===== src/rtl/audio_pkg.sv =====
// Shared types and constants for the sample playback path.
package audio_pkg;

    localparam int unsigned DataW        = 16;
    localparam int unsigned DefaultAddrW = 17;

    typedef enum logic [1:0] {
        StIdle,
        StPrime,
        StPlay,
        StFinish
    } fetch_state_e;

endpackage


===== src/rtl/fetch_addr_gen.sv =====
// Fetch address stepper with end-of-range detection.
// Optional wrap-to-start is compiled in when SAMPLE_FETCH_LOOP_EN is defined.
module fetch_addr_gen
    import audio_pkg::*;
#(
    parameter int unsigned ADDR_W = DefaultAddrW
) (
    input  logic              clk_i,
    input  logic              rst_i,
    input  logic              load_i,
    input  logic              step_i,
    input  logic [ADDR_W-1:0] start_addr_i,
    input  logic [ADDR_W-1:0] end_addr_i,
`ifdef SAMPLE_FETCH_LOOP_EN
    input  logic              loop_i,
`endif
    output logic [ADDR_W-1:0] addr_o,
    output logic              last_o,
    output logic              done_o
);

    logic [ADDR_W-1:0] addr_q, addr_d;
    logic [ADDR_W-1:0] end_q;
    logic              done_q, done_d;
    logic [ADDR_W-1:0] base;
    logic              is_end;
    logic              wrap;

    // On load the range comes straight from the inputs so the first read can go out at once.
    assign base   = load_i ? start_addr_i : addr_q;
    assign is_end = base == (load_i ? end_addr_i : end_q);

`ifdef SAMPLE_FETCH_LOOP_EN
    logic [ADDR_W-1:0] start_q;
    logic              loop_q;
    logic              loop_sel;

    assign loop_sel = load_i ? loop_i : loop_q;
    assign wrap     = is_end && loop_sel;

    // Loop range registers, captured on an accepted start.
    always_ff @(posedge clk_i) begin
        if (rst_i) begin
            start_q <= '0;
            loop_q  <= 1'b0;
        end else if (load_i) begin
            start_q <= start_addr_i;
            loop_q  <= loop_i;
        end
    end

    // Next address: wrap back to start after end_addr while looping.
    always_comb begin
        addr_d = addr_q;
        done_d = done_q;
        if (step_i) begin
            addr_d = wrap ? (load_i ? start_addr_i : start_q) : base + ADDR_W'(1);
            done_d = is_end && !loop_sel;
        end else if (load_i) begin
            addr_d = start_addr_i;
            done_d = 1'b0;
        end
    end
`else
    assign wrap = 1'b0;

    // Next address: plain increment; end_addr marks the range exhausted (no wrap to 0).
    always_comb begin
        addr_d = addr_q;
        done_d = done_q;
        if (step_i) begin
            addr_d = base + ADDR_W'(1);
            done_d = is_end;
        end else if (load_i) begin
            addr_d = start_addr_i;
            done_d = 1'b0;
        end
    end
`endif

    // Address, end and exhausted-range registers.
    always_ff @(posedge clk_i) begin
        if (rst_i) begin
            addr_q <= '0;
            end_q  <= '0;
            done_q <= 1'b0;
        end else begin
            addr_q <= addr_d;
            done_q <= done_d;
            if (load_i) begin
                end_q <= end_addr_i;
            end
        end
    end

    assign addr_o = base;
    assign last_o = is_end && !wrap;
    assign done_o = done_q;

endmodule


===== src/rtl/sample_fetcher.sv =====
// Sample ROM fetcher: reads a word range from ROM and feeds a serializer through a
// one-word prefetch. Define SAMPLE_FETCH_LOOP_EN to add the loop_i port and looping playback.
module sample_fetcher
    import audio_pkg::*;
#(
    parameter int unsigned ADDR_W = DefaultAddrW,
    parameter int unsigned DATA_W = DataW
) (
    input  logic              clk_i,
    input  logic              rst_i,
    input  logic              start_i,
    input  logic              stop_i,
    input  logic [ADDR_W-1:0] start_addr_i,
    input  logic [ADDR_W-1:0] end_addr_i,
`ifdef SAMPLE_FETCH_LOOP_EN
    input  logic              loop_i,
`endif
    input  logic              word_taken_i,
    output logic              rom_en_o,
    output logic [ADDR_W-1:0] rom_addr_o,
    input  logic [DATA_W-1:0] rom_data_i,
    output logic [DATA_W-1:0] data_out_o,
    output logic              play_enable_o,
    output logic              busy_o,
    output logic              underrun_o
);

    fetch_state_e      state_q, state_d;
    logic              rom_en_q, rom_en_d;
    logic [ADDR_W-1:0] rom_addr_q, rom_addr_d;
    logic              rvalid_q, rvalid_d;       // rom_data_i carries a word this cycle
    logic              tag_q, tag_d;             // in-flight read is the final word
    logic [DATA_W-1:0] data_q, data_d;
    logic              cur_last_q, cur_last_d;
    logic [DATA_W-1:0] pref_q, pref_d;
    logic              pref_last_q, pref_last_d;
    logic              pref_valid_q, pref_valid_d;
    logic              take_pend_q, take_pend_d; // consumed word awaiting its successor
    logic              play_q, play_d;
    logic              underrun_q, underrun_d;

    logic              issue;
    logic              gen_load;
    logic [ADDR_W-1:0] gen_addr;
    logic              gen_last;
    logic              gen_done;

    fetch_addr_gen #(
        .ADDR_W (ADDR_W)
    ) u_addr_gen (
        .clk_i        (clk_i),
        .rst_i        (rst_i),
        .load_i       (gen_load),
        .step_i       (issue),
        .start_addr_i (start_addr_i),
        .end_addr_i   (end_addr_i),
`ifdef SAMPLE_FETCH_LOOP_EN
        .loop_i       (loop_i),
`endif
        .addr_o       (gen_addr),
        .last_o       (gen_last),
        .done_o       (gen_done)
    );

    // Next-state, prefetch and read-issue logic.
    always_comb begin
        state_d      = state_q;
        issue        = 1'b0;
        gen_load     = 1'b0;
        rvalid_d     = rom_en_q;
        data_d       = data_q;
        cur_last_d   = cur_last_q;
        pref_d       = pref_q;
        pref_last_d  = pref_last_q;
        pref_valid_d = pref_valid_q;
        take_pend_d  = take_pend_q;
        play_d       = play_q;
        underrun_d   = underrun_q;

        unique case (state_q)
            StIdle: begin
                if (start_i && (start_addr_i <= end_addr_i)) begin
                    gen_load     = 1'b1;
                    issue        = 1'b1;
                    underrun_d   = 1'b0;
                    take_pend_d  = 1'b0;
                    pref_valid_d = 1'b0;
                    state_d      = StPrime;
                end
            end
            StPrime: begin
                if (rvalid_q) begin
                    data_d     = rom_data_i;
                    cur_last_d = tag_q;
                    play_d     = 1'b1;
                    issue      = !gen_done;
                    state_d    = StPlay;
                end
            end
            StPlay: begin
                if (word_taken_i && cur_last_q) begin
                    play_d  = 1'b0;
                    state_d = StFinish;
                end else begin
                    if (word_taken_i && pref_valid_q) begin
                        data_d       = pref_q;
                        cur_last_d   = pref_last_q;
                        pref_valid_d = 1'b0;
                    end else if (word_taken_i) begin
                        underrun_d  = 1'b1;
                        take_pend_d = 1'b1;
                    end
                    // A returning word skips the prefetch slot if the serializer is waiting.
                    if (rvalid_q) begin
                        if (take_pend_d) begin
                            data_d      = rom_data_i;
                            cur_last_d  = tag_q;
                            take_pend_d = 1'b0;
                        end else begin
                            pref_d       = rom_data_i;
                            pref_last_d  = tag_q;
                            pref_valid_d = 1'b1;
                        end
                    end
                    // Single outstanding read, and only when the slot will be free for it.
                    issue = !gen_done && !rom_en_q && !rvalid_q && !pref_valid_d;
                end
            end
            StFinish: begin
                state_d = StIdle;
            end
            default: begin
                state_d = StIdle;
            end
        endcase

        // stop wins over anything decided above, including a simultaneous word_taken.
        if (stop_i && (state_q != StIdle)) begin
            state_d      = StIdle;
            issue        = 1'b0;
            rvalid_d     = 1'b0;
            data_d       = data_q;
            cur_last_d   = cur_last_q;
            pref_valid_d = 1'b0;
            take_pend_d  = 1'b0;
            play_d       = 1'b0;
            underrun_d   = underrun_q;
        end

        rom_en_d   = issue;
        rom_addr_d = issue ? gen_addr : rom_addr_q;
        tag_d      = issue ? gen_last : tag_q;
    end

    // State and datapath registers.
    always_ff @(posedge clk_i) begin
        if (rst_i) begin
            state_q      <= StIdle;
            rom_en_q     <= 1'b0;
            rom_addr_q   <= '0;
            rvalid_q     <= 1'b0;
            tag_q        <= 1'b0;
            data_q       <= '0;
            cur_last_q   <= 1'b0;
            pref_q       <= '0;
            pref_last_q  <= 1'b0;
            pref_valid_q <= 1'b0;
            take_pend_q  <= 1'b0;
            play_q       <= 1'b0;
            underrun_q   <= 1'b0;
        end else begin
            state_q      <= state_d;
            rom_en_q     <= rom_en_d;
            rom_addr_q   <= rom_addr_d;
            rvalid_q     <= rvalid_d;
            tag_q        <= tag_d;
            data_q       <= data_d;
            cur_last_q   <= cur_last_d;
            pref_q       <= pref_d;
            pref_last_q  <= pref_last_d;
            pref_valid_q <= pref_valid_d;
            take_pend_q  <= take_pend_d;
            play_q       <= play_d;
            underrun_q   <= underrun_d;
        end
    end

    assign rom_en_o      = rom_en_q;
    assign rom_addr_o    = rom_addr_q;
    assign data_out_o    = data_q;
    assign play_enable_o = play_q;
    assign busy_o        = state_q != StIdle;
    assign underrun_o    = underrun_q;

endmodule

===== config.mk =====
export PLATFORM = sky130hd
export DESIGN_NAME = sample_fetcher
export DESIGN_NICKNAME = d
export VERILOG_FILES = /design/src/rtl/audio_pkg.sv /design/src/rtl/fetch_addr_gen.sv /design/src/rtl/sample_fetcher.sv
export SDC_FILE = /design/constraint.sdc
export NUM_CORES = 1
export LEC_CHECK = 0
export ABC_AREA = 1
export CAP_MARGIN = 10
export CORE_MARGIN = 8
export CORE_UTILIZATION = 47
export DETAILED_ROUTE_END_ITERATION = 10
export GPL_ROUTABILITY_DRIVEN = 0
export PLACE_DENSITY = 0.71
export SLEW_MARGIN = 20
export SYNTH_ARGS = -nofsm -noshare
export SYNTH_HDL_FRONTEND = slang
export SYNTH_SLANG_ARGS = --single-unit
export TNS_END_PERCENT = 20

===== constraint.sdc =====
create_clock -name clk_i -period 2.6 [get_ports clk_i]
set_input_delay 0.39 -clock clk_i [delete_from_list [all_inputs] [get_ports clk_i]]
set_output_delay 0.39 -clock clk_i [all_outputs]
set_load 0.02 [all_outputs]

* Word-level counts from Yosys, hierarchy flattened
Index checks and enable logic that the tools add are counted.
** Word-level totals
- Register bits after elaboration :: 95
- Bits in latches :: 0
- Bits in writable memories :: 0
- Memory bits (read-only) :: 0
- Bits of input ports :: 55
- Logic and storage cells :: 103
- Memories :: 0
** Cells by class
- Add/subtract/negate cells :: 1
- Multiply operators :: 0
- Divide/modulo/power cells :: 0
- Order comparisons :: 1
- Equal/unequal tests :: 10
- Shifts and indexed selects :: 0
- Muxes and demuxes :: 49
- Bitwise logic cells :: 3
- Reductions and logical operators :: 23
** Operators by type and width (number)
- $mux 16 :: 5
- $mux 17 :: 3
- $pmux 16 s2 :: 1
- $mux 1 :: 30
- $add 17x1->17 const B :: 1
- $eq 17x17->1 :: 1
- $le 17x17->1 :: 1
- $ne 2x2->1 const B :: 6
- $pmux 1 s2 :: 5
- $reduce_and 3->1 :: 3
- $pmux 2 s4 :: 1
- $reduce_and 4->1 :: 2
- $reduce_bool 2->1 :: 4
- $logic_and 1x1->1 :: 7
- $mux 2 :: 3
- $reduce_and 6->1 :: 1
- $eq 2x2->1 const B :: 2
- $logic_not 1->1 :: 4
- $not 1->1 :: 3
- $pmux 1 s3 :: 1
- $eq 2x1->1 const B :: 1
- $logic_not 2->1 :: 1
- $reduce_or 2->1 :: 1

* Depth between registers and ports, before layout
Gate-level depths: netlist (run 1).
- Depth in word-level cells :: 14
- Depth in mapped cells :: 24
- Gate-level depth less buffers :: 23

* Cells and area by module
Synthesis (run 1) repeated with hierarchy kept, for this count alone.
** Unflattened totals
- Cells, all modules :: 890
- Area total of the unflattened synthesis :: 5798.1 um^2
** Modules (own cells, without submodules)
- sample_fetcher :: instances 1, cells an instance 455, area an instance 3310.7 um^2, sequential area each 1201.2 um^2
- fetch_addr_gen :: instances 1, cells an instance 435, area an instance 2487.4 um^2, sequential area each 700.7 um^2

* Worst setup path before layout (run 1)
No wires, ideal clock.
- Path kind :: input -> register
- Start point :: input port end_addr_i[12]
- End point :: register u_addr_gen.addr_q[10]
- Arrival time :: 2474 ps
- Data required time :: 2468 ps
- Path slack :: -6 ps
- Stages :: 22
- Path buffers :: 1
- Cells stage by stage :: inv_1 > ha_1 > nand2_1 > inv_1 > nand2_1 > nand2_1 > nand2_1 > nand2_1 > nor2_1 > nand2_2 > nand2_4 > buf_2 > nand4_1 > nand2_1 > ha_1 > inv_1 > nor2_1 > nand2_1 > nor2_2 > nand2_1 > nor3_1 > nor3_1
** On the way
- Cells in the longest elaborated chain, start to end :: 7
** RTL lines
- start: declaration :: RTL line sample_fetcher.sv:14 : input logic [ADDR_W-1:0] end_addr_i,
- $le 17x17->1 :: RTL line sample_fetcher.sv:82 : if (start_i && (start_addr_i <= end_addr_i)) begin
- $logic_and 1x1->1 :: RTL line sample_fetcher.sv:82
- $mux 1 :: RTL line sample_fetcher.sv:82
- $mux 1 :: RTL line sample_fetcher.sv:80 : unique case (state_q)
- $mux 17
- named net gen_addr[0] :: RTL line sample_fetcher.sv:44 : logic [ADDR_W-1:0] gen_addr;
- $add 17x1->17 :: RTL line fetch_addr_gen.sv:72 : addr_d = base + ADDR_W'(1);
- $mux 17 :: RTL line fetch_addr_gen.sv:71 : if (step_i) begin
- end signal: assignment :: RTL line fetch_addr_gen.sv:88 : addr_q <= addr_d;
- end: declaration :: RTL line fetch_addr_gen.sv:22 : logic [ADDR_W-1:0] addr_q, addr_d;
The timed path passes the listed nets, and every way through them passes these cells.
A chain may end at the register's enable or synchronous reset.

* Worst setup path in the final report (run 1)
- Start point :: input port end_addr_i[16]
- End point :: register u_addr_gen.done_q (netlist: u_addr_gen.done_o)
** On the way
- Cells in the longest elaborated chain, start to end :: 7
** RTL lines
- $le 17x17->1 :: RTL line sample_fetcher.sv:82
- $logic_and 1x1->1 :: RTL line sample_fetcher.sv:82
- $mux 1 :: RTL line sample_fetcher.sv:82
- $mux 1 :: RTL line sample_fetcher.sv:80
- $mux 17, on equally long branches
- $eq 17x17->1 :: RTL line fetch_addr_gen.sv:31 : assign is_end = base == (load_i ? end_addr_i : end_q);
- $mux 1 :: RTL line fetch_addr_gen.sv:71
- end signal: assignment :: RTL line fetch_addr_gen.sv:89 : done_q <= done_d;
- end: declaration :: RTL line fetch_addr_gen.sv:24 : logic done_q, done_d;
Parallel ways exist; a longest one is shown, timed or not.

==> qor.txt, run 1 <==
Status: completed
Clock network power share: 19.9%
CP peak stage delay: 0.27 ns
Largest area contributor in the netlist: dfxtp_1
GR Overflow Total: 0
DRC Markers: 0
Num ports: 92
Initial antenna violation count: 0
Largest cells by area after synthesis: dfxtp_1, nand2_1, inv_1
WL/cell: 15.2 µm
Worst Path Required: 2.89 ns
Later-pin clock latency in the skew report: 0.35 ns
First-pass GRT wire length: 29700 µm
WP data arrival: 2.85 ns
Chip width: 124 µm
Synth Cell Area: 5520 µm²
VDD IR max: 0.928 mV
Cell family with most CP delay: simple AND/OR/NAND/NOR gates
Fraction of registers with async set/reset: 0%
Synth cell types: 36
HPWL Detailed: 11900 µm
Crit path max fanout: 6
Largest net degree at the start of global routing: 41
Endpoints failing hold: 0
Setup-failing EPs final: 0
Post-route minimum period: 2.56 ns
Fin worst setup slack: 0.0366 ns
Seq cells post-synth: 95
Share of the synthesized area in the top cell type: 34.4%
# rows: 39
Most used cell along the critical path: nand2_1
Clock skew: 0.0111 ns
Starting Density: 48.2%
Slowest CP cell: ha_4
Top-count cell post-synth: nand2_1
Routed Antenna Nets: 0
Sequential Power Share: 27.2%
Share of cells above drive strength 1: 32.4%
Post-CTS Hold Fix Bufs: 0
Die area: 15500 µm²
Setup Crit Path Kind: input port to register
Fin area: 8600 µm²
Mean Syn Cell Area: 6.52 µm²
Placed Area: 7360 µm²
Worst slack at placement: -0.695 ns
Post-synth EDFFs: 0
PortBufs: 91
Number of global-route vias before repair: 6434
Max Slew Vio Count: 0
H-tree levels: 3
Via count: 6409
Syn nets: 925
Initial DRC Count: 427
Post-route insts no fill: 1222
Dpl cells: 1161
P_sw: 2840 µW
Comb pwr share: 52.9%
Leak: 0.00402 µW
CTS buffer count: 9
CTS Root Cell: clkbuf_16
Synth top cells by count: nand2_1, inv_1, dfxtp_1, nor2_1, a21oi_1
Sw Ratio: 40.7%
Layout Nets: 1152
Clock Sinks: 95
Area Overhead vs Synth: 55.6%
CP endpoint kind: register
Vias per std cell: 5.24
Cell Pwr Density: 813 nW/µm²
Buffers and inverters on the worst path: 5
CTS Buffer Depth: 2
Clock-pin slew on the worst setup and hold paths: 0.07 ns
FMAX: 390 MHz
Post-Synthesis Cells: 847
CP Cell Sequence: buf_6 -> inv_2 -> ha_4 -> nand2_4 -> nor2_4 -> nand4_1 -> nand3b_4 -> nand2_4 -> nand3_4 -> buf_12 -> bufbuf_16 -> nand2_1 -> o21ai_4 -> inv_2 -> nand2_1 -> nand2_1 -> nand2_2 -> nor2_2 -> nand3_2 -> a21oi_2
Startpoint Class: input port
Slew margin rel.: 66.4%
Main synth FF type: dfxtp_1
Seq/Total Area, Yosys: 34.4%
Ant diodes: 0
TritonRoute pass-1 iters: 7
Synthesis warning total: 0
Post-Route WL: 18600 µm
Max Cap Viol: 0
GRT Total Usage: 22.7%
Internal power: 4140 µW
Final period utilization: 98.6%
Die Y: 124 µm
Worst-margin pin slew: 0.505 ns
CORE AREA: 11500 µm²
TritonCTS clock tree: yes
Hold/Removal Path Class: register to register
Unrepaired setup endpoints after global routing: yes
-- state kept, by name (all words and copies together), names as in the netlist --
signal and cells:
take_pend_q 1, cur_last_q 1, tag_q 1, play_enable_o 1, rom_addr_o 17, pref_q 16
u_addr_gen.end_q 17, pref_last_q 1, rvalid_q 1, pref_valid_q 1, u_addr_gen.addr_q 17, rom_en_o 1
state_q 2, underrun_o 1, u_addr_gen.done_o 1, data_out_o 16
-- worst register-to-register path, delay by kind of cell (launching register included) --
kind	cells	cell delay, ns
AOI/OAI and AO/OA	2	0.22
adders and majority gates	1	0.41
and+or+nand+nor	7	0.76
buffers and inverters	4	0.66
DFF	1	0.33
-- worst paths after layout --
check,start,to,slack [ns],cells past startpoint
worst max register to register,state_q[0],u_addr_gen.done_o,0.16,14
worst min register to register,pref_q[4],pref_q[4],0.45,2
worst max-delay path,end_addr_i[16],u_addr_gen.done_o,0.04,20
worst min-delay path,pref_q[4],pref_q[4],0.45,2
-- cell type report --
| cell class | count | area (µm²) |
|---|---|---|
| Clock buffer | 9 | 225 |
| Clock inverter | 7 | 85.1 |
| Fill cell | 840 | 2870 |
| Inverter | 133 | 509 |
| Multi-Input combinational cell | 577 | 3460 |
| Sequential cell | 95 | 1900 |
| Tap cell | 143 | 179 |
| Timing Repair Buffer | 258 | 2230 |
-- metrics by stage --
stage                     util [%]  setup TNS [ns]  total power, µW  hold WS, ns
after floorplan                  -               0             3680        0.423
after global placement        64.2          -18.49             4970        0.433
after detailed placement      64.2          -21.35             5010        0.435
after CTS                     72.6               0             6750        0.447
after global routing          75.0          -0.731             7430        0.473
final                         75.0               0             6990        0.445
-- routing by layer --
layer	track usage [%]	part of all wire, %	wire length (µm)
met5	0	0	0
met4	9.14	3.6	667
met3	4.89	4.3	806
met2	41.6	51	9540
met1	24.6	41	7540
-- placed cells by master, fill, tap and decap left out, types with 5 or more instances in the layout --
cell type and n:
nand2_1 166, buf_4 147, inv_1 105, dfxtp_1 95, nor2_1 73, a21oi_1 66
clkdlybuf4s50_1 57, o21ai_0 49, nand4_1 47, nand2_2 37, inv_2 24, clkbuf_2 22
buf_6 21, nor3_1 20, a211oi_1 18, ha_4 17, nor2_4 14, nor2_2 11
nand2_4 9, clkbuf_16 9, nand3_1 7, o21ai_1 6, ha_1 6, a21oi_2 5
-- power by group through the flow --
stage          Clock (µW)  Combinational [µW]  Sequential (µW)
2_1_floorplan           0                1600             2070
3_3_place_gp            0                3060             1920
3_5_place_dp            0                3090             1920
4_1_cts              1410                3450             1890
5_1_grt              1460                4040             1930
6_report             1390                3700             1900
-- what timing repair did --
item                                    CTS  global route
hold endpoints to repair                  0             0
gates resized for setup                 129           141
gates cloned                              7             0
endpoints found under the setup margin   36            35
setup buffers                            21            18
pin swaps                                38            57
-- logic make-up after synthesis --
family	count (synthesis)	share of synthesized area [%]
AO/OA/AOI/OAI	157	15.7
buffers and inverters	178	12.9
flip-flops	95	34.4
adder cells (fa/ha/maj)	23	5.21
AND/OR/NAND/NOR	394	31.8
Note: power is estimated with default switching activity, not from simulation.
==> inputs of run 2 (changes only) <==
--- a/config.mk
+++ b/config.mk
@@ -7,11 +7,11 @@
 export LEC_CHECK = 0
 export ABC_AREA = 1
 export CAP_MARGIN = 10
-export CORE_MARGIN = 8
+export CORE_MARGIN = 3
 export CORE_UTILIZATION = 47
 export DETAILED_ROUTE_END_ITERATION = 10
 export GPL_ROUTABILITY_DRIVEN = 0
-export PLACE_DENSITY = 0.71
+export PLACE_DENSITY = 0.68
 export SLEW_MARGIN = 20
 export SYNTH_ARGS = -nofsm -noshare
 export SYNTH_HDL_FRONTEND = slang
==> constraint.sdc (replaced) <==
create_clock -name clk_i -period 2.53 [get_ports clk_i]
set_input_delay 0.3795 -clock clk_i [delete_from_list [all_inputs] [get_ports clk_i]]
set_output_delay 0.3795 -clock clk_i [all_outputs]
set_load 0.02 [all_outputs]
==> run 2 against run 1 <==
The run now ends with negative setup slack left. Wire length up 3.2%. Core utilization up 1.8 points. First-iteration DRC count up 17%. Flip-flop and latch count unchanged. Die area down 15%. Non-clock buffer count down 2. Combinational power up 3%. Cell count down 0.57%. Global-route usage up 4.8 points. Clock power down 6%. Largest cell class unchanged.
==> qor.txt, run 2 (synthesis results as in run 1) <==
Post-route minimum period: 2.57 ns
Unrepaired setup endpoints after global routing: yes
HPWL Detailed: 12600 µm (+5.5%)
Final TNS setup: -0.120 ns (-0.120 ns)
Status: finished, violations left
Worst Path Required: 2.75 ns (-0.14 ns)
Setup-failing EPs final: 6 (+6)
Area Overhead vs Synth: 55.3%
TritonCTS clock tree: yes
TritonRoute pass-1 iters: 5 (-2)
Largest net degree at the start of global routing: 41 (unchanged)
Dpl cells: 1157 (-0.34%)
CORE AREA: 11200 µm² (-2.6%)
VDD IR max: 0.798 mV (-14%)
Crit path max fanout: 8 (+2)
Levels on crit path: 26 (+30%)
Max Cap Viol: 0 (unchanged)
Final core occ: 76.8% (+1.8 points)
Initial antenna violation count: 0 (unchanged)
H-tree levels: 3 (unchanged)
Buffers and inverters on the worst path: 8 (+3)
Initial DRC Count: 501 (+17%)
FMAX: 390 MHz
CTS buffer count: 9 (unchanged)
Share of cells above drive strength 1: 33.8% (+1.3 points)
Ant diodes: 0 (unchanged)
WP data arrival: 2.78 ns (-0.07 ns)
Hold/Removal Path Class: register to register
Fin worst setup slack: -0.0374 ns (-0.0740 ns)
Clock skew: 0.00875 ns (-0.00238 ns)
Endpoints failing hold: 0 (unchanged)
Num ports: 92 (unchanged)
Slowest CP cell: ha_4
Most frequent cells in the layout: nand2_1, buf_4, inv_1, dfxtp_1, nor2_1
FF-to-FF End: u_addr_gen.addr_q[16]
Max Slew Vio Count: 0 (unchanged)
Routed Antenna Nets: 0 (unchanged)
Layout Nets: 1148 (-0.35%)
Post-CTS Hold Fix Bufs: 0 (unchanged)
Slew margin rel.: 59.8% (-6.6 points)
CP endpoint: tag_q
Final period utilization: 101%
Clock Sinks: 95 (unchanged)
Starting Density: 49.4% (+1.3 points)
Violated checks: negative setup slack
CP peak stage delay: 0.21 ns (-0.06 ns)
Worst-margin pin slew: 0.599 ns (+0.0943 ns)
Most used cell along the critical path: nand2_1
Clock-pin slew on the worst setup and hold paths: 0.07 ns (about the same)
Post-Route WL: 19100 µm (+3.2%)
PortBufs: 91 (unchanged)
FF-to-FF path depth: 13 (-1)
GR Overflow Total: 0 (unchanged)
Vias per std cell: 5.42 (+3.3%)
Worst R2R Start: state_q[0]
DRC Markers: 0 (unchanged)
Commonest non-fill, non-tap cell in the layout: nand2_1
R2r setup slk: 0.13 ns (-0.03 ns)
Die Y: 114 µm (-8.0%)
Later-pin clock latency in the skew report: 0.36 ns (about the same)
CTS Root Cell: clkbuf_16
Fin area: 8580 µm² (-0.20%)
Placed Area: 7410 µm² (+0.70%)
Leak: 0.00399 µW (-0.62%)
Setup Crit Path Kind: input port to register
Via count: 6584 (+2.7%)
# rows: 38 (-2.6%)
Cell family with most CP delay: simple AND/OR/NAND/NOR gates
WL/cell: 15.8 µm (+3.8%)
Chip width: 114 µm (-8.0%)
Die area: 13100 µm² (-15%)
GRT Total Usage: 27.5% (+4.8 points)
First-pass GRT wire length: 29100 µm (-2.3%)
Startpoint Class: input port
Launch point of the worst path: end_addr_i[3]
CTS Buffer Depth: 2 (unchanged)
Post-route insts no fill: 1215 (-0.57%)
Cell Pwr Density: 825 nW/µm² (+1.5%)
Number of global-route vias before repair: 6298 (-2.1%)
CP endpoint kind: register
[run 2: how the worst min path moves through the flow]
| stage | end | start | cells past startpoint | slack [ns] |
|---|---|---|---|---|
| after floorplan | take_pend_q | take_pend_q | 2 | 0.42 |
| after global placement | pref_q[2] | pref_q[2] | 2 | 0.43 |
| after detailed placement | pref_q[1] | pref_q[1] | 2 | 0.44 |
| after CTS | pref_q[1] | pref_q[1] | 2 | 0.45 |
| after global routing | pref_q[3] | pref_q[3] | 2 | 0.47 |
| final | pref_q[1] | pref_q[1] | 2 | 0.45 |
[run 2: what timing repair did]
action / CTS / global route
setup endpoints to repair: 39 / 36
endpoints found under the hold margin: 0 / 0
gates resized for setup: 145 / 147
pin swaps: 57 / 69
buffers inserted: 27 / 14
gates cloned: 2 / 0
[run 2: layout make-up]
cell class	instances	area, µm²
tap	140	175
sequential	95	1900
clock inverter	7	55.1
fill	830	2590
multi-input combinational	575	3540
clock buffer	9	225
timing repair buffer	256	2170
inverter	133	512
[run 2: routing by layer]
metal	up-vias	part of all wire (%)	track usage, %
li1	3183	-	-
met1	3105	40	32.9
met2	224	51	48.7
met3	72	4.6	5.18
met4	0	4.3	10.3
met5	-	0	0
[run 2: tightest hold or removal path, stage by stage (launching register included)]
cell and delay (ns):
dfxtp_1 0.31, inv_1 0.05, a21oi_1 0.05
[run 2: metrics by stage]
| step | hold slack [ns] | setup slack [ns] | total power (µW) |
|---|---|---|---|
| after floorplan | 0.423 | 0.00280 | 3810 |
| after global placement | 0.431 | -0.739 | 5130 |
| after detailed placement | 0.438 | -0.856 | 5210 |
| after CTS | 0.448 | 0.000292 | 6720 |
| after global routing | 0.465 | -0.186 | 7530 |
| final | 0.446 | -0.0374 | 7070 |
[run 2: power by group]
part	total (µW)	switching [µW]	internal (µW)
registers	1970	169	1800
logic	3810	2150	1660
clock network	1300	623	677
==> RTL change 1 (config.mk and constraints of run 1) <==
Change the package constant `DefaultAddrW` from 17 to 34.
--- a/src/rtl/audio_pkg.sv
+++ b/src/rtl/audio_pkg.sv
@@ -2,7 +2,7 @@
 package audio_pkg;
 
     localparam int unsigned DataW        = 16;
-    localparam int unsigned DefaultAddrW = 17;
+    localparam int unsigned DefaultAddrW = 34;
 
     typedef enum logic [1:0] {
         StIdle,
Interface: changed (resized end_addr_i, rom_addr_o and start_addr_i); port bits go from 92 to 143. No check against the original RTL was run, so the function may have changed too.
==> RTL change 1 against run 1 <==
The run now ends with setup timing left; area after synthesis grew 59%; die area is 51% higher; design area up 67%; first-iteration DRC count grew to 2.7 times the old value; non-clock buffer count is 159 higher; combinational power rose by 80%; cell count increased by 63%; routed wire length is 88% higher; power increased by 76%; sequential share of layout area decreased by 1.7 points; worst hold slack got worse by 190 ps; setup slack lost 460 ps; sequential cell count grew 51; largest power group unchanged.
==> RTL change 1: results (changes against run 1) <==
** Status
- Outcome: complete, but fails checks (was completed).
- The final reports fail on setup timing.

** Worst setup path
- The destination of the critical timing path was u_addr_gen.addr_q[15] (was u_addr_gen.done_o).
- The endpoint of the worst register-to-register path is u_addr_gen.addr_q[28] (was u_addr_gen.done_o).
- CP max FO :: 9 (was 6)
- The worst path arrival time is 3320 ps (was 2850 ps).

** CTS
- Cts bufs inserted :: 17 (was 9)
- The number of H-tree levels was 4 (was 3).
- The clock latency at the later pin of the worst-skew pair was 430 ps (was 350 ps).

** Synth
- Proportion of synthesized chip area in sequential cells :: 33.2% (was 34.4%)
- The number of different library cells in the post-synthesis netlist was 45 (was 36).
- Post-synthesis register bit count :: 146 (was 95)
- Net count after synthesis :: 1505 (was 925)

** STA
- Final-report setup violation count :: 43 (was 0)
- The summed negative setup slack over all endpoints is -10010 ps (was 0 ps).
- The relative max-transition margin is 47.0% (was 66.4%).
- Final WS setup :: -424 ps (was 36.6 ps)
- Post-Route Skew :: 12.1 ps (was 11.1 ps)

** Power and ir drop
- Net Switching :: 0.00509 W (was 0.00284 W)
- Worst ir drop on vdd :: 644 uV (was 928 uV)

** Placed design
- Worst slack, placed :: -1310 ps (was -695 ps)
- Number of buffers inserted by port buffering :: 142 (was 91)
- The HPWL after detailed placement was 22.6 mm (was 11.9 mm).

** Final layout
- Share of cells above drive strength 1 :: 36.3% (was 32.4%)
- Net total in the final layout :: 1876 (was 1152)
- The clock buffer count in the final layout was 19 (was 9).
- Comb_multi_in :: 977 (was 577)
- The count of fill cells added during filler insertion was 1262 (was 840).
- Layout inverter count without the clock tree :: 188 (was 133)
- The clock-cell share of area was 4.20% (was 3.61%).
- Share of the final layout cell area in multi-input gates :: 42.4% (was 40.3%)

** Global route
- GR Layer Usage met1 :: 34.1% (was 24.6%)
- Global-route wire length before repair :: 50.0 mm (was 29.7 mm)
- The met2 usage is 41.6% (about the same).
- Met3 capacity usage during global routing :: 6.40% (was 4.89%)
- Number of global-route vias before repair :: 9946 (was 6434)

** Route
- The detailed route wirelength on metal3 came to 3.58 mm (was 806 um).
- Initial DRC count :: 1137 (was 427)
- The number of detailed-routing iterations run before antenna repair is 8 (was 7).
- Total Routed Length :: 34.8 mm (was 18.6 mm)

** Worst hold path
- Worst Hold Launch :: end_addr_i[4] (was pref_q[4])
- The number of cells on the worst hold path was 3 (was 2).
==> RTL change 1: changes by cell type after synthesis, sizes merged, moves of 9 or more <==
| cell | run 1 | this run |
|---|---|---|
| o21ai | 60 | 118 |
| nor2 | 97 | 201 |
| inv | 132 | 186 |
| a211oi | 18 | 3 |
| nand4 | 47 | 60 |
| nand2 | 211 | 385 |
| nand3 | 12 | 35 |
| clkbuf | 28 | 44 |
| a311oi | 0 | 15 |
| a21oi | 71 | 85 |
| ha | 23 | 40 |
| nor3 | 22 | 13 |
| dfxtp | 95 | 146 |
==> RTL change 1: stage by stage <==
step / instances / utilization [%]
floorplan: 1376 / -
global placement: 1909 / 66.5
detailed placement: 1909 / 66.5
CTS: 1970 / 73.1
global route: 1994 / 77.3
finish: 1994 / 77.3
==> RTL change 1: kinds of logic (layout without fill, tap and decap cells) <==
kind of cell | count (synthesis) | in the layout | synth area share (%)
simple gates | 702 | 702 | 34.1
buf+inv | 253 | 637 | 12.0
compound gates | 231 | 231 | 14.7
flops | 146 | 146 | 33.2
fa+ha+maj | 40 | 40 | 5.68
xor+xnor | 4 | 4 | 0.398
==> RTL change 1: worst max-delay path, stage by stage <==
cell                            delay (ps)
sky130_fd_sc_hd__dlygate4sd2_1         310
sky130_fd_sc_hd__ha_1                  370
sky130_fd_sc_hd__nand3_4               110
sky130_fd_sc_hd__buf_4                 150
sky130_fd_sc_hd__nor4_4                110
sky130_fd_sc_hd__nand2_1               120
sky130_fd_sc_hd__nand2_4               110
sky130_fd_sc_hd__nand3_4               110
sky130_fd_sc_hd__buf_12                180
sky130_fd_sc_hd__clkbuf_16             170
sky130_fd_sc_hd__o21ai_4               260
sky130_fd_sc_hd__buf_4                 170
sky130_fd_sc_hd__nand4_2               160
sky130_fd_sc_hd__buf_4                 180
sky130_fd_sc_hd__nor3_1                290
sky130_fd_sc_hd__nor2_1                110
==> RTL change 1: power groups by stage <==
stage / Sequential (W) / Clock (W) / Combinational, W
final: 0.00313 / 0.00252 / 0.00667
after global routing: 0.00319 / 0.00262 / 0.00715
after CTS: 0.00311 / 0.00253 / 0.00588
after detailed placement: 0.00314 / 0 / 0.00552
after global placement: 0.00314 / 0 / 0.00545
after floorplan: 0.00350 / 0 / 0.00256
==> RTL change 1: how the worst min path moves through the flow <==
stage / end / slack [ps]
floorplan: u_addr_gen.done_o / 440
global placement: underrun_o / 440
detailed placement: underrun_o / 440
CTS: u_addr_gen.end_q[18] / 280
global route: u_addr_gen.end_q[4] / 260
finish: u_addr_gen.end_q[4] / 260
==> RTL change 1: what timing repair did <==
item / in CTS / in global routing
gates resized for setup: 280 / 245
setup endpoints to repair: 87 / 72
cloned: 4 / 4
setup buffers: 25 / 23
pin swaps: 65 / 105
==> RTL change 2 (flow settings as in run 1) <==
Without the edit above. Take the reset off `rom_addr_q` and `data_q` and load them in a clocked block of their own.
--- a/src/rtl/sample_fetcher.sv
+++ b/src/rtl/sample_fetcher.sv
@@ -157,10 +157,8 @@
         if (rst_i) begin
             state_q      <= StIdle;
             rom_en_q     <= 1'b0;
-            rom_addr_q   <= '0;
             rvalid_q     <= 1'b0;
             tag_q        <= 1'b0;
-            data_q       <= '0;
             cur_last_q   <= 1'b0;
             pref_q       <= '0;
             pref_last_q  <= 1'b0;
@@ -171,10 +169,8 @@
         end else begin
             state_q      <= state_d;
             rom_en_q     <= rom_en_d;
-            rom_addr_q   <= rom_addr_d;
             rvalid_q     <= rvalid_d;
             tag_q        <= tag_d;
-            data_q       <= data_d;
             cur_last_q   <= cur_last_d;
             pref_q       <= pref_d;
             pref_last_q  <= pref_last_d;
@@ -185,6 +181,11 @@
         end
     end
 
+    always_ff @(posedge clk_i) begin
+        rom_addr_q <= rom_addr_d;
+        data_q     <= data_d;
+    end
+
     assign rom_en_o      = rom_en_q;
     assign rom_addr_o    = rom_addr_q;
     assign data_out_o    = data_q;
Behaviour: not the same (Yosys sat finds a counterexample within 4 cycles, from zero or initial values and one cycle with rst_i high).
==> RTL change 2 against run 1 <==
Global-route usage decreased by 0.49 points; via count decreased by 4.8%; design area decreased by 2.5%; setup slack got worse by 1.9 ps; clock power decreased by 13%; routed wire length decreased by 1.5%; fmax about the same; highest routed layer unchanged; synthesized cell count decreased by 9.7%; critical endpoint is now u_addr_gen.addr_q[5]; combinational power increased by 2%; area after synthesis decreased by 1.5%; cell count decreased by 7.0%; first-iteration DRC count increased by 30%; power increased by 3.8%; sequential cell count unchanged.
==> RTL change 2: results (changes against run 1) <==
** Route
- The average via count per standard cell is 5.36 (was 5.24).
- The violation count after the first detailed-routing iteration was 554 (was 427).
- Total via count in the routed design :: 6100 (was 6409)

** Synth
- Post-Synthesis Mean Instance Area :: 7.11 sq um (was 6.52 sq um)
- Post-synth EDFFs :: 33 (was 0)
- Distinct cells, synth :: 40 (was 36)
- The net count after synthesis is 843 (was 925).
- Dominant cells by area after synthesis: sky130_fd_sc_hd__dfxtp_1 (23%), sky130_fd_sc_hd__edfxtp_1 (18%), sky130_fd_sc_hd__nand2_1 (16%) (was sky130_fd_sc_hd__dfxtp_1 (34%), sky130_fd_sc_hd__nand2_1 (14%), sky130_fd_sc_hd__inv_1 (8.6%)).

** Worst setup path
- CP max FO :: 5 (was 6)
- The worst path arrival time came to 2790 ps (was 2850 ps).

** Worst hold path
- The worst hold path class is in -> reg (was reg -> reg).

** Power and ir drop
- The logic gate share of total power is 52.2% (was 52.9%).
- Worst ir drop on vdd :: 559 uV (was 928 uV)
- The power per cell area was 865 nW/um^2 (was 813 nW/um^2).
- The leakage power figure came to 3.96 nW (was 4.02 nW).

** Placed design
- Post-DP Area :: 7430 sq um (was 7360 sq um)
- The HPWL after detailed placement was 12.3 mm (was 11.9 mm).

** Global route
- Maximum number of pins on one net before global-route repair :: 45 (was 41)
- The global-route wire length before repair came to 27.1 mm (was 29.7 mm).
- The overall track demand over capacity in global routing is 22.2% (was 22.7%).
- The number of global-route vias before repair was 5697 (was 6434).

** STA
- The worst setup skew after layout is 6.03 ps (was 11.1 ps).
- The relative max-transition margin is 59.2% (was 66.4%).

** Status
- Outcome: completed (unchanged).

** Final layout
- The share of final-layout standard cells stronger than drive strength 1 was 31.5% (was 32.4%).
- Filler cell count :: 817 (was 840)
## RTL change 2: area by class of cell
| type | count | area share [%] |
|---|---|---|
| clock buffer | 11 | 2.78 |
| clock inverter | 5 | 0.403 |
| inverter | 101 | 4.79 |
| multi-input combinational | 536 | 37.4 |
| sequential | 95 | 26.6 |
| tap | 143 | 2.13 |
| timing repair buffer | 246 | 25.9 |
## RTL change 2: final timing paths
| check | from | endpoint | slack (ps) | depth (start not counted) |
|---|---|---|---|---|
| worst max register to register | state_q[0] | u_addr_gen.addr_q[5] | 130 | 13 |
| worst min-delay path | end_addr_i[6] | u_addr_gen.end_q[6] | 410 | 3 |
| worst max-delay path | end_addr_i[14] | u_addr_gen.addr_q[5] | 30 | 20 |
| worst min register to register | underrun_o | underrun_o | 460 | 2 |
## RTL change 2: layer usage
metal / vias up / routed length [um] / GRT usage (%)
met5: - / 0 / 0
met4: 0 / 499 / 7.52
met3: 50 / 1560 / 4.58
met2: 292 / 8780 / 37.0
met1: 2823 / 7440 / 28.0
li1: 2935 / - / -
## RTL change 2: cell families after synthesis
family                     after synthesis  synth area share, %
adders and majority gates               23                 5.29
and+or+nand+nor                        414                 32.8
DFF                                     95                 41.0
AOI/OAI and AO/OA                       99                 10.7
buffers and inverters                  134                 10.2
## RTL change 2: repair_timing
| item | CTS | global route |
|---|---|---|
| hold buffers | 0 | 0 |
| buffers inserted | 16 | 10 |
| pin swaps | 30 | 57 |
| gates cloned | 2 | 4 |
| setup endpoints to repair | 39 | 33 |
| gates resized for setup | 102 | 142 |
## RTL change 2: stage by stage
step	worst slack (ps)	hold WS [ps]	utilization [%]
2_1_floorplan	-96.7	431	-
3_3_place_gp	-702	437	65.4
3_5_place_dp	-768	452	65.4
4_1_cts	2.62	461	70.9
5_1_grt	-94.3	427	73.7
6_report	34.7	410	73.7
